File: src/rtl/chipmunk_ddr_serializer.sv
// DDR parallel-to-serial transmitter: one holding register feeding a pair shifter.
// Each word goes out MSB first, two bits per clock cycle (high phase, then low phase).
module chipmunk_ddr_serializer #(
  parameter int   WIDTH      = 8,
  parameter logic IDLE_LEVEL = 1'b0
) (
  input  logic             clock,
  input  logic             reset,
  input  logic             in_valid,
  output logic             in_ready,
  input  logic [WIDTH-1:0] in_data,
  output logic             tx_data,
  output logic             tx_frame,
  output logic             busy
);

  localparam int CW = (WIDTH / 2 > 1) ? $clog2(WIDTH / 2) : 1;
  localparam logic [CW-1:0] LAST_PAIR = CW'(WIDTH / 2 - 1);

  generate
    if (WIDTH < 2 || (WIDTH % 2) != 0) begin : g_bad_width
      $error("chipmunk_ddr_serializer: WIDTH must be even and >= 2");
    end
  endgenerate

  logic [WIDTH-1:0] hold;
  logic [WIDTH-1:0] sh;
  logic             hold_valid;
  logic             active;
  logic [CW-1:0]    cnt;
  logic             pos_q;
  logic             stage_q;
  logic             neg_q;
  logic             load_now;
  logic             accept;

  // The shifter can take hold both when idle and on the last pair of a word,
  // which is what keeps back-to-back words gap-free.
  assign load_now = hold_valid && (!active || cnt == '0);
  assign in_ready = !hold_valid || load_now;
  assign accept   = in_valid && in_ready;
  assign busy     = active || hold_valid;
  assign tx_data  = clock ? pos_q : neg_q;

  always_ff @(posedge clock or posedge reset) begin
    if (reset) begin
      hold       <= '0;
      hold_valid <= 1'b0;
    end else if (accept) begin
      hold       <= in_data;
      hold_valid <= 1'b1;
    end else if (load_now) begin
      hold_valid <= 1'b0;
    end
  end

  // Unused low bits of sh fill with zeros; the sh << 2 on load also covers WIDTH=2.
  always_ff @(posedge clock or posedge reset) begin
    if (reset) begin
      active   <= 1'b0;
      cnt      <= '0;
      sh       <= '0;
      pos_q    <= IDLE_LEVEL;
      stage_q  <= IDLE_LEVEL;
      tx_frame <= 1'b0;
    end else if (load_now) begin
      pos_q    <= hold[WIDTH-1];
      stage_q  <= hold[WIDTH-2];
      sh       <= hold << 2;
      cnt      <= LAST_PAIR;
      active   <= 1'b1;
      tx_frame <= 1'b1;
    end else if (active && cnt != '0) begin
      pos_q    <= sh[WIDTH-1];
      stage_q  <= sh[WIDTH-2];
      sh       <= sh << 2;
      cnt      <= cnt - CW'(1);
      tx_frame <= 1'b1;
    end else begin
      active   <= 1'b0;
      pos_q    <= IDLE_LEVEL;
      stage_q  <= IDLE_LEVEL;
      tx_frame <= 1'b0;
    end
  end

  always_ff @(negedge clock or posedge reset) begin
    if (reset) begin
      neg_q <= IDLE_LEVEL;
    end else begin
      neg_q <= stage_q;
    end
  end

endmodule

File: config.mk
export PLATFORM = sky130hd
export DESIGN_NAME = chipmunk_ddr_serializer
export DESIGN_NICKNAME = d
export VERILOG_FILES = /design/src/rtl/chipmunk_ddr_serializer.sv
export SDC_FILE = /design/constraint.sdc
export NUM_CORES = 1
export LEC_CHECK = 0
export CAP_MARGIN = 20
export CORE_MARGIN = 1.5
export CORE_UTILIZATION = 51
export CTS_CLUSTER_SIZE = 40
export DETAILED_ROUTE_END_ITERATION = 10
export PLACE_DENSITY = 0.76
export SLEW_MARGIN = 20
export SYNTH_ARGS = -nofsm -noshare
export SYNTH_HDL_FRONTEND = slang
export SYNTH_SLANG_ARGS = --single-unit
File: constraint.sdc
create_clock -name clock -period 1.8 [get_ports clock]
set_input_delay 0.27 -clock clock [delete_from_list [all_inputs] [get_ports clock]]
set_output_delay 0.27 -clock clock [all_outputs]
set_load 0.05 [all_outputs]
==> metrics.md <==
| Metric | Value |
|---|---|
| CTS clk-pin slew, worst paths | `approximately 0.11 ns` |
| Top_reg_cell synth | `dfrtp_1` |
| Initial antenna violation count | `0` |
| Max-cap violations | `0` |
| Post-synthesis sequential area ratio | `just under 60%` |
| Hold buffer count at cts | `0` |
| Critical Path RT | `approximately 1.5 ns` |
| Final core area utilization | `69.3%` |
| Post-DP HPWL | `1030 um` |
| Cells after Synth | `just over 70` |
| Ranking of synthesized cells by area | `dfrtp_1, mux2_4, mux2i_1, nand2_1, dfrtn_1` |
| Final GP Congestion | `0.677` |
| Slew Limit Fails | `0` |
| Cell variety after synth | `21` |
| Routed WL | `1500 um` |
| Dpl ws | `-0.655 ns` |
| Final Skew | `0.00576 ns` |
| Post-synth top area share | `between 50 and 60%` |
| HP Class | `in2async` |
| Synth area leader | `dfrtp_1` |
| Pin count of the biggest net entering global routing | `22` |
| Die Area | `2140 um^2` |
| Initial Util | `54.7%` |
| Die Width | `46.3 um` |
| Layout cell share with drive strength beyond 1 | `26.9%` |
| Drt initial violations | `9` |
| Worst Max-Slew Pin Slew | `0.486 ns` |
| Post-DP Area | `1140 um^2` |
| Reg2reg start | `cnt[0]` |
| Later-pin clock latency in the skew report | `between 0.4 and 0.5 ns` |
| Most frequent cell after synthesis | `dfrtp_1` |
| CP Launch Type | `register` |
| Fin area | `1210 um^2` |
| Filler cells | `138` |
| Power per cell area | `around 1800 nW/um^2` |
| Slew HR | `around 68%` |
| Wire per inst | `12.7 um` |
| List of most frequent post-synthesis cells | `dfrtp_1, mux2_4, nand2_1` |
| # setup viols final | `1` |
| IO Pins | `15` |
| Synthesis warning total | `0` |
| Syn_area_per_cell | `13.3 um^2` |
| Post-synth net total | `84` |
| PnR Total Power | `0.00223 W` |
| Post-synth ARST share | `between 90% and 100%` |
| Layout Nets | `106` |
| Antenna viol nets, final | `0` |
| RR Endpoint | `hold[6]` |
| Failing checks | `setup timing` |
| Core ar. | `about 1700 um^2` |
| Global Route Usage Sum | `19.0%` |
| Largest Register | `hold` |
| Diodes inserted | `0` |
| Vias in the first global route | `578` |
| Via count | `589` |
| Setup CP Type | `reg2out` |
| Crit. End Element | `output port` |
| Synth Register Bits | `22` |
| FF-to-FF setup slack | `between 0.2 and 0.3 ns` |
| CTS tree | `yes` |
| Syn Std Cell Area | `955 um^2` |
| Worst hold slack | `around 0.21 ns` |
| Remaining Overflow, GRT | `0` |
| Run status | `finished with violations` |
| Buffers on Ports | `14` |
| CP arrival | `2.08 ns` |
| RSZ-0062 raised after global routing | `yes` |
| Worst vdd rail ir drop | `1.05 mV` |
| Via/cell ratio | `4.99` |
| 1st-pass router iterations | `2` |
| DRC | `0` |
| Global-route wire length before repair | `2590 um` |
| Largest registers | `hold: 8 flops, sh: 6 flops, cnt: 2 flops` |
| Total leakage power | `0.596 nW` |
| Reg2Reg Depth | `6` |
| EDFF count, synth | `0` |
| Die height | `46.3 um` |
| Final worst setup slack | `-0.549 ns` |
| Layout area overhead | `26.7%` |
| Number of flip-flops in the largest register | `8` |
| Final hold vios | `0` |
| CP Max Fanout | `1` |
| Std-Cell Rows | `15` |
power by group:
part           total [W]  switching [W]  internal (W)  leakage [nW]
clock           0.000496       0.000239      0.000258        0.0490
combinational   0.000892       0.000405      0.000487         0.284
sequential      0.000838       0.000137      0.000702         0.263
total            0.00223       0.000780       0.00145         0.596
cell usage in the layout (no fill, tap or decap), drive strengths merged:
| cell | Yosys | routed |
|---|---|---|
| buf | 4 | 7 |
| o21ai | 6 | 6 |
| mux2 | 9 | 9 |
| dfrtn | 1 | 1 |
| nor2 | 2 | 2 |
| clkdlybuf4s50 | 0 | 10 |
| nor3 | 2 | 2 |
| mux2i | 6 | 6 |
| ha | 1 | 1 |
| dfrtp | 21 | 21 |
| or2 | 3 | 3 |
| nand2b | 1 | 1 |
| dlygate4sd2 | 0 | 1 |
| nand2 | 9 | 9 |
| a21oi | 2 | 2 |
| clkbuf | 0 | 7 |
| and2b | 1 | 1 |
| inv | 3 | 3 |
| nand3b | 1 | 1 |
per-stage QoR:
step / instances / setup TNS (ns)
detailed placement: 110 / -0.655
finish: 118 / -0.549
global placement: 110 / -0.639
CTS: 117 / -0.560
global route: 118 / -0.590
floorplan: 72 / -0.0204
cell type report:
class | instances | area, um^2 | share of cell area, %
Clock buffer | 8 | 70.1 | 5.79
Inverter | 3 | 11.3 | 0.931
Multi-Input combinational cell | 43 | 368 | 30.4
Sequential cell | 22 | 551 | 45.5
Tap cell | 25 | 31.3 | 2.59
Timing Repair Buffer | 17 | 179 | 14.8
critical path, stage by stage, from the launching register on:
cell and delay, ns:
dfrtn_1 0.34, mux2_4 0.27, buf_6 0.15
timing repair:
action	CTS	global route
resized for setup	8	0
buffers inserted	0	1
endpoints found under the setup margin	2	2
hold endpoints to repair	0	0
cells by family after synthesis:
| kind of cell | Yosys count | share of synthesized area [%] |
|---|---|---|
| flip-flops | 22 | 57.7 |
| AND/OR/NAND/NOR | 19 | 12.6 |
| multiplexers | 15 | 20.1 |
| AO/OA/AOI/OAI | 8 | 4.19 |
| buffers and inverters | 7 | 4.19 |
| adder cells (fa/ha/maj) | 1 | 1.31 |
routing by layer:
| metal | track usage, % | routed length, um | vias to the layer above |
|---|---|---|---|
| met1 | 22.2 | 614 | 288 |
| met4 | 9.14 | 24 | 0 |
| met3 | 12.2 | 95 | 5 |
| met2 | 26.9 | 766 | 16 |
| met5 | 0 | 0 | - |
| li1 | - | - | 280 |
how the worst max path moves through the flow:
| stage | from | to | slack, ns | cells after the start |
|---|---|---|---|---|
| after floorplan | neg_q | tx_data | -0.02 | 1 |
| after global placement | neg_q | tx_data | -0.64 | 2 |
| after detailed placement | neg_q | tx_data | -0.66 | 2 |
| after CTS | neg_q | tx_data | -0.56 | 2 |
| after global routing | neg_q | tx_data | -0.59 | 2 |
| final | neg_q | tx_data | -0.55 | 2 |
(Power assumes the default switching activity.)
